File: src/rtl/ifft_butterfly_4_seq.sv
// Sequential radix-4 inverse-FFT butterfly.
// Frequency-domain bins a..d come in, time-domain samples out0..out3 go out.
// b, c and d are multiplied by the conjugated twiddles w0, w1 and w2. One
// complex multiplier is shared across three cycles. The +j/-j rotation roles
// are swapped compared with the forward butterfly.
// Optional build macro IFFT_BFLY_SCALE_EN: each combine sum is formed two bits
// wider, then shifted right arithmetically by 2. This gives the 1/4 per-stage
// scaling of the inverse transform. Without the macro the sums wrap at WIDTH/2 bits.
//
//   state | meaning
//   ------+----------------------------------------------------------
//   IDLE  | waiting for an operand set; in_ready high
//   MUL0  | t1 = b * conj(w0) through the shared multiplier
//   MUL1  | t2 = c * conj(w1)
//   MUL2  | t3 = d * conj(w2)
//   SUM   | radix-4 combine into out0..out3, raise out_valid
//   OUT   | hold results until out_ready; may accept next set same edge

module ifft_butterfly_4_seq #(
   parameter int WIDTH = 32
) (
   input  logic             clk,
   input  logic             rst_n,
   input  logic             in_valid,
   output logic             in_ready,
   input  logic [WIDTH-1:0] a,
   input  logic [WIDTH-1:0] b,
   input  logic [WIDTH-1:0] c,
   input  logic [WIDTH-1:0] d,
   input  logic [WIDTH+1:0] w0,
   input  logic [WIDTH+1:0] w1,
   input  logic [WIDTH+1:0] w2,
   output logic             out_valid,
   input  logic             out_ready,
   output logic [WIDTH-1:0] out0,
   output logic [WIDTH-1:0] out1,
   output logic [WIDTH-1:0] out2,
   output logic [WIDTH-1:0] out3
);

   localparam int H  = WIDTH / 2;   // component width
   localparam int PW = WIDTH + 2;   // full-precision product width
   localparam int SW = H + 2;       // combine sum width (never overflows)

   typedef enum logic [2:0] {
      S_IDLE = 3'd0,
      S_MUL0 = 3'd1,
      S_MUL1 = 3'd2,
      S_MUL2 = 3'd3,
      S_SUM  = 3'd4,
      S_OUT  = 3'd5
   } state_t;

   state_t           state_q, state_d;
   logic [WIDTH-1:0] a_q, a_d, b_q, b_d, c_q, c_d, d_q, d_d;
   logic [PW-1:0]    w0_q, w0_d, w1_q, w1_d, w2_q, w2_d;
   logic [WIDTH-1:0] t1_q, t1_d, t2_q, t2_d, t3_q, t3_d;
   logic [WIDTH-1:0] out0_q, out0_d, out1_q, out1_d;
   logic [WIDTH-1:0] out2_q, out2_d, out3_q, out3_d;
   logic             out_valid_q, out_valid_d;

   logic             accept;
   logic [WIDTH-1:0] mul_x;
   logic [PW-1:0]    mul_w;
   logic signed [PW-1:0] mul_xr, mul_xi, mul_wr, mul_wi;
   logic signed [PW-1:0] prod_r, prod_i;
   logic [WIDTH-1:0] mul_t;

   logic signed [SW-1:0] s0r, s0i, s1r, s1i, s2r, s2i, s3r, s3i;

   // Sign-extend one WIDTH/2 component to the combine width.
   function automatic logic signed [SW-1:0] ext_h(input logic [H-1:0] v);
      return {{2{v[H-1]}}, v};
   endfunction

   // Reduce a combine sum back to a WIDTH/2 component.
   function automatic logic [H-1:0] fit(input logic signed [SW-1:0] s);
`ifdef IFFT_BFLY_SCALE_EN
      return s[SW-1:2];
`else
      return s[H-1:0];
`endif
   endfunction

   assign in_ready  = (state_q == S_IDLE) || ((state_q == S_OUT) && out_ready);
   assign accept    = in_valid && in_ready;
   assign out_valid = out_valid_q;
   assign out0      = out0_q;
   assign out1      = out1_q;
   assign out2      = out2_q;
   assign out3      = out3_q;

   // Shared complex multiplier x*conj(w): the operand pair is chosen by state.
   // The product is kept at full precision and truncated to bits [WIDTH-2:H-1].
   always_comb begin
      mul_x = b_q;
      mul_w = w0_q;
      case (state_q)
         S_MUL1:  begin mul_x = c_q; mul_w = w1_q; end
         S_MUL2:  begin mul_x = d_q; mul_w = w2_q; end
         default: begin mul_x = b_q; mul_w = w0_q; end
      endcase
      mul_xr = {{(PW-H){mul_x[WIDTH-1]}}, mul_x[WIDTH-1:H]};
      mul_xi = {{(PW-H){mul_x[H-1]}}, mul_x[H-1:0]};
      mul_wr = {{(PW-H-1){mul_w[PW-1]}}, mul_w[PW-1:H+1]};
      mul_wi = {{(PW-H-1){mul_w[H]}}, mul_w[H:0]};
      prod_r = mul_xr * mul_wr + mul_xi * mul_wi;
      prod_i = mul_xi * mul_wr - mul_xr * mul_wi;
      mul_t  = {prod_r[WIDTH-2:H-1], prod_i[WIDTH-2:H-1]};
   end

   // Radix-4 combine with conjugate rotation roles; sums formed two bits wide.
   always_comb begin
      s0r = ext_h(a_q[WIDTH-1:H]) + ext_h(t1_q[WIDTH-1:H]) + ext_h(t2_q[WIDTH-1:H]) + ext_h(t3_q[WIDTH-1:H]);
      s0i = ext_h(a_q[H-1:0])     + ext_h(t1_q[H-1:0])     + ext_h(t2_q[H-1:0])     + ext_h(t3_q[H-1:0]);
      s1r = ext_h(a_q[WIDTH-1:H]) - ext_h(t1_q[H-1:0])     - ext_h(t2_q[WIDTH-1:H]) + ext_h(t3_q[H-1:0]);
      s1i = ext_h(a_q[H-1:0])     + ext_h(t1_q[WIDTH-1:H]) - ext_h(t2_q[H-1:0])     - ext_h(t3_q[WIDTH-1:H]);
      s2r = ext_h(a_q[WIDTH-1:H]) - ext_h(t1_q[WIDTH-1:H]) + ext_h(t2_q[WIDTH-1:H]) - ext_h(t3_q[WIDTH-1:H]);
      s2i = ext_h(a_q[H-1:0])     - ext_h(t1_q[H-1:0])     + ext_h(t2_q[H-1:0])     - ext_h(t3_q[H-1:0]);
      s3r = ext_h(a_q[WIDTH-1:H]) + ext_h(t1_q[H-1:0])     - ext_h(t2_q[WIDTH-1:H]) - ext_h(t3_q[H-1:0]);
      s3i = ext_h(a_q[H-1:0])     - ext_h(t1_q[WIDTH-1:H]) - ext_h(t2_q[H-1:0])     + ext_h(t3_q[WIDTH-1:H]);
   end

   // Next-state and register update logic; everything holds unless changed below.
   always_comb begin
      state_d     = state_q;
      a_d         = a_q;
      b_d         = b_q;
      c_d         = c_q;
      d_d         = d_q;
      w0_d        = w0_q;
      w1_d        = w1_q;
      w2_d        = w2_q;
      t1_d        = t1_q;
      t2_d        = t2_q;
      t3_d        = t3_q;
      out0_d      = out0_q;
      out1_d      = out1_q;
      out2_d      = out2_q;
      out3_d      = out3_q;
      out_valid_d = out_valid_q;

      if (accept) begin
         a_d  = a;
         b_d  = b;
         c_d  = c;
         d_d  = d;
         w0_d = w0;
         w1_d = w1;
         w2_d = w2;
      end

      case (state_q)
         S_IDLE: begin
            if (accept) state_d = S_MUL0;
         end
         S_MUL0: begin
            t1_d    = mul_t;
            state_d = S_MUL1;
         end
         S_MUL1: begin
            t2_d    = mul_t;
            state_d = S_MUL2;
         end
         S_MUL2: begin
            t3_d    = mul_t;
            state_d = S_SUM;
         end
         S_SUM: begin
            out0_d      = {fit(s0r), fit(s0i)};
            out1_d      = {fit(s1r), fit(s1i)};
            out2_d      = {fit(s2r), fit(s2i)};
            out3_d      = {fit(s3r), fit(s3i)};
            out_valid_d = 1'b1;
            state_d     = S_OUT;
         end
         S_OUT: begin
            if (out_ready) begin
               out_valid_d = 1'b0;
               state_d     = accept ? S_MUL0 : S_IDLE;
            end
         end
         default: state_d = S_IDLE;
      endcase
   end

   // State and datapath registers; reset aborts any set in flight.
   always_ff @(posedge clk or negedge rst_n) begin
      if (!rst_n) begin
         state_q     <= S_IDLE;
         a_q         <= '0;
         b_q         <= '0;
         c_q         <= '0;
         d_q         <= '0;
         w0_q        <= '0;
         w1_q        <= '0;
         w2_q        <= '0;
         t1_q        <= '0;
         t2_q        <= '0;
         t3_q        <= '0;
         out0_q      <= '0;
         out1_q      <= '0;
         out2_q      <= '0;
         out3_q      <= '0;
         out_valid_q <= 1'b0;
      end else begin
         state_q     <= state_d;
         a_q         <= a_d;
         b_q         <= b_d;
         c_q         <= c_d;
         d_q         <= d_d;
         w0_q        <= w0_d;
         w1_q        <= w1_d;
         w2_q        <= w2_d;
         t1_q        <= t1_d;
         t2_q        <= t2_d;
         t3_q        <= t3_d;
         out0_q      <= out0_d;
         out1_q      <= out1_d;
         out2_q      <= out2_d;
         out3_q      <= out3_d;
         out_valid_q <= out_valid_d;
      end
   end

endmodule

File: config.mk
export PLATFORM = sky130hd
export DESIGN_NAME = ifft_butterfly_4_seq
export DESIGN_NICKNAME = d
export VERILOG_FILES = /design/src/rtl/ifft_butterfly_4_seq.sv
export SDC_FILE = /design/constraint.sdc
export NUM_CORES = 2
export LEC_CHECK = 0
export CAP_MARGIN = 20
export CORE_ASPECT_RATIO = 0.9
export CORE_UTILIZATION = 45
export CTS_BUF_LIST = sky130_fd_sc_hd__clkbuf_16
export CTS_CLUSTER_DIAMETER = 80
export DETAILED_ROUTE_END_ITERATION = 12
export GPL_ROUTABILITY_DRIVEN = 0
export PLACE_DENSITY = 0.67
export SLEW_MARGIN = 20
export SYNTH_ARGS = -nofsm -noshare
export SYNTH_HDL_FRONTEND = slang
export SYNTH_SLANG_ARGS = --single-unit
File: constraint.sdc
create_clock -name clk -period 11.2 [get_ports clk]
set_clock_uncertainty 0.1 [all_clocks]
set_input_delay 2.8 -clock clk [delete_from_list [all_inputs] [get_ports clk]]
set_output_delay 2.8 -clock clk [all_outputs]
set_load 0.01 [all_outputs]
# Word-level counts from Yosys, hierarchy flattened
# Cells that the tools add are included.
# word_totals
reg_bits	458
inputBits	234
out_inout_bits	130
# classes
add_sub_neg	26
mul	4
eq_ne	7
muxes	8
reduce_logical	7
# op_table
operator	n
adder 16 bit	12
subtractor 16 bit	12
multiplier 16 x 17 -> 31 bit	4
case mux 34 bit (2 select lines)	1
case mux 32 bit (2 select lines)	1
adder 31 bit	1
subtractor 31 bit	1
case mux 3 bit (6 select lines)	1
equality test 3 x 2 -> 1 bit, second input constant	2
equality test 3 bit, second input constant	2
two-way mux 3 bit	2
inequality test 2 bit, second input constant	2
AND reduction 2 bit	2
equality test 3 x 1 -> 1 bit, second input constant	1
logical NOT 3 bit	1
logical AND 1 bit	2
two-way mux 1 bit	2
case mux 1 bit (2 select lines)	1
nonzero test 2 bit	1
logical OR 1 bit	1

# Longest topological paths before layout
# logic_depth
depth_word	7
ltp_mapped	37
depth_no_buf	31

# Least setup slack after synthesis
# Ideal clock, no wire load.
# synth_timing
kind	reg2reg
start	register state_q[0]
end	register t2_q[15]
setup_time_ps	128
arrival_time_ps	9227
path_slack_ps	1744
path_stages_with_launch	33
synth_period_minus_slack_ps	9456
path_cell_list	dfrtp_1 -> buf_4 -> buf_1 -> buf_2 -> buf_1 -> mux2i_1 -> o21ai_1 -> clkbuf_1 -> nand2_1 -> fa_1 -> inv_1 -> fa_1 -> inv_1 -> fa_1 -> inv_1 -> fa_1 -> fa_1 -> fa_1 -> fa_1 -> inv_1 -> fa_1 -> inv_1 -> ha_1 -> a211oi_1 -> nor2_1 -> or4b_2 -> a41oi_1 -> o31a_2 -> o211ai_2 -> nor3b_2 -> a2111oi_2 -> xnor2_1 -> o21ai_1
# synth_between
elab_chain_cells	4
word_cells_on_any_way	7
cone_classes	add/sub (1); mul (2); eq/ne (2); mux (2)
# synth_lines
element	line_no	rtl
from (decl)	54	state_t state_q, state_d;
from (signal assigned)	207	state_q <= state_d;
equality test 3 x 2 -> 1 bit (on tied branches)	98, 153	
case mux 32 bit (2 select lines) or case mux 34 bit (2 select lines) (tied branches)	98	case (state_q)
multiplier 16 x 17 -> 31 bit	108	prod_i = mul_xi * mul_wr - mul_xr * mul_wi;
subtractor 31 bit	108	
to (signal assigned)	216	t2_q <= t2_d;
to (decl)	57	logic [WIDTH-1:0] t1_q, t1_d, t2_q, t2_d, t3_q, t3_d;
# Several ways; a longest one is shown, not always the timed one.
# A chain may end at the register's enable or synchronous reset.

# Worst setup path after layout
# layout_timing
start	register state_q[0]
end	register t3_q[25]
# layout_between
elab_chain_cells	4
word_cells_on_any_way	7
cone_classes	add/sub (1); mul (2); eq/ne (2); mux (2)
# layout_lines
element	line_no	rtl
equality test 3 x 2 -> 1 bit (on tied branches)	98, 153	
case mux 32 bit (2 select lines) or case mux 34 bit (2 select lines) (tied branches)	98	
multiplier 16 x 17 -> 31 bit	107	prod_r = mul_xr * mul_wr + mul_xi * mul_wi;
adder 31 bit	107	
to (signal assigned)	217	t3_q <= t3_d;
to (decl)	57	
# Several ways; a longest one is shown, not always the timed one.

==> metrics <==
clk sinks=between 400 and 500; Initial DRC Count=4991; most frequent cells in the layout=inv_1, fa_1, nand2_1; Clock Tree Buf Depth=3; slowest cell delay on critical path=around 0.84 ns; DP Cell Count=approximately 9000; area grow syn2layout=12.4%; Mapped Nets=a little under 9000; outcome=finished, final reports clean; core area=around 150000 um2; Synth area leader=fa_1; DIE WIDTH=407 um; leading post-synthesis cells by cell area=fa_1, dfrtp_1, inv_1; Critical Path End Type=register; fin cells=roughly 9100; Worst setup SP type=register; Clk pin slew, worst setup/hold paths=~0.06 ns; DRC viols=0; post-route setup TNS=0 ns; # hold bufs at CTS=0; Via density=~5.5; Root Driver=clkbuf_16; most frequent cell on the critical path=fa_1; Distinct cells, synth=66; Die H=roughly 370 um; # resized after CTS=0; Post-DP HPWL=~180000 um; all-layer global routing usage=0.301; Worst Path Required=around 12 ns; Final nets=roughly 9200; Post-synth EDFFs=0; Placement Setup Slack=approximately 0.91 ns; Worst slew margin=0.219; YS warnings=0; drt pass-1 iters=10; setup ws final=slightly above 0.7 ns; TritonCTS Buffers=47; total grt overflow=0; Worst Hold Class=register to register; measured slew at the worst slew-check pin=1.17 ns; commonest register cell after synthesis=dfrtp_1; total number of vias=50200; Async S/R FF share, synth=1.00; TritonCTS clock tree=done; Fmax=roughly 95 MHz; commonest non-fill, non-tap cell in the layout=inv_1; Syn Area/Cell=roughly 10 um2; share of layout cells above drive strength 1=0.0762; Mapped Cells=roughly 6800; CP arrival=10.88 ns; number of global-route vias before repair=53200; Clk Latency, worst-skew pair=around 0.66 ns; MaxCap Viol Count=0; Synth top area share=0.417; CP Class=register to register; Post-Syn Area=66500 um2; period utilisation layout=0.937; critical path's slowest cell=dfrtp_4; Initial Utilization=0.454; Final min period=10.49 ns; initial antenna violation count=16; H-tree levels=2; largest net degree at the start of global routing=approximately 180; final WL=around 220000 um; register area share after synthesis=0.172; Rows=about 130; antenna viol nets, final=0; crit-path max FO=37; final setup vio count=0; Yosys reg bits=roughly 460; count of final hold-check violations=0; Post-CTS Setup Bufs=0; Slew Viols, Final=0; routed len/inst=between 20 and 25 um; global-route wire length before repair=approximately 330000 um; die area=between 100000 and 150000 um2; unrepaired setup endpoints after global routing=no; # port buffers=between 300 and 400; I/O Pins=roughly 360
==> per-stage QoR <==
step                instance area [um2]   util  hold WS, ns
finish                            74700  0.510        0.377
detailed placement                73200  0.500        0.367
floorplan                         66500      -        0.370
global placement                  73100  0.500        0.352
global route                      74700  0.510        0.405
CTS                               74700  0.510        0.382
==> layout make-up <==
type	count	area [um2]
inverters	1465	5500
flip-flops and latches	458	11500
fillers	13200	71700
diodes	11	27.5
clock buffers	48	1200
multi-input cells	4606	48700
well taps	1957	2450
clock inverters	37	327
repair buffers	549	5100
==> synthesized netlist by cell type, drive strengths merged (52+ instances only) <==
| master | n |
|---|---|
| o21a | 83 |
| xnor2 | 147 |
| xor2 | 52 |
| a21oi | 90 |
| fa | 1384 |
| mux2i | 68 |
| nand2 | 957 |
| clkbuf | 237 |
| o21ai | 310 |
| ha | 419 |
| mux2 | 236 |
| nor2 | 544 |
| dfrtp | 458 |
| inv | 1465 |
==> worst max-delay path: cells and delay by family (launching register included) <==
family	cells	cell delay [ns]
xor+xnor	1	0.31
compound gates	9	2.76
buf+inv	6	0.87
simple gates	2	0.32
mux	1	0.70
flops	1	0.84
fa+ha+maj	9	4.35
==> kinds of logic after synthesis <==
logic type      Yosys count  share of synthesized area
flops                   458                      0.172
simple gates           1672                      0.101
mux                     304                     0.0505
fa+ha+maj              1803                      0.496
compound gates          628                     0.0567
xor+xnor                199                     0.0262
buf+inv                1735                     0.0983
==> registers in the layout (all words and copies together) (netlist names) <==
| name | count |
|---|---|
| t1_q | 32 |
| c_q | 32 |
| out_valid | 1 |
| t3_q | 32 |
| out3 | 32 |
| d_q | 32 |
| out0 | 32 |
| w2_q | 34 |
| a_q | 32 |
| w1_q | 34 |
| t2_q | 32 |
| b_q | 32 |
| w0_q | 34 |
| out1 | 32 |
| state_q | 3 |
| out2 | 32 |
==> path summary, 6_finish.rpt <==
| check | start | end | slack (ns) | cells after the start |
|---|---|---|---|---|
| max | state_q[0] | t3_q[25] | 0.71 | 28 |
| min | out1[11] | out1[11] | 0.38 | 2 |
| max reg2reg | state_q[0] | t3_q[25] | 0.71 | 28 |
| min reg2reg | out1[11] | out1[11] | 0.38 | 2 |
| max in group asynchronous | rst_n | b_q[22] | 6.79 | 3 |
| min in group asynchronous | rst_n | a_q[0] | 2.02 | 1 |
==> per-layer routing <==
layer	GRT usage	wire length (um)	part of all wire	up-vias
li1	-	-	-	21100
met1	0.380	83800	0.38	25300
met2	0.448	94500	0.43	2942
met3	0.117	28500	0.13	765
met4	0.152	14600	0.066	30
met5	0.0160	454	0.0020	-
Power is left out: the tool's default activity adds up to more than one toggle a clock period on the data nets, which glitch-free logic cannot reach.
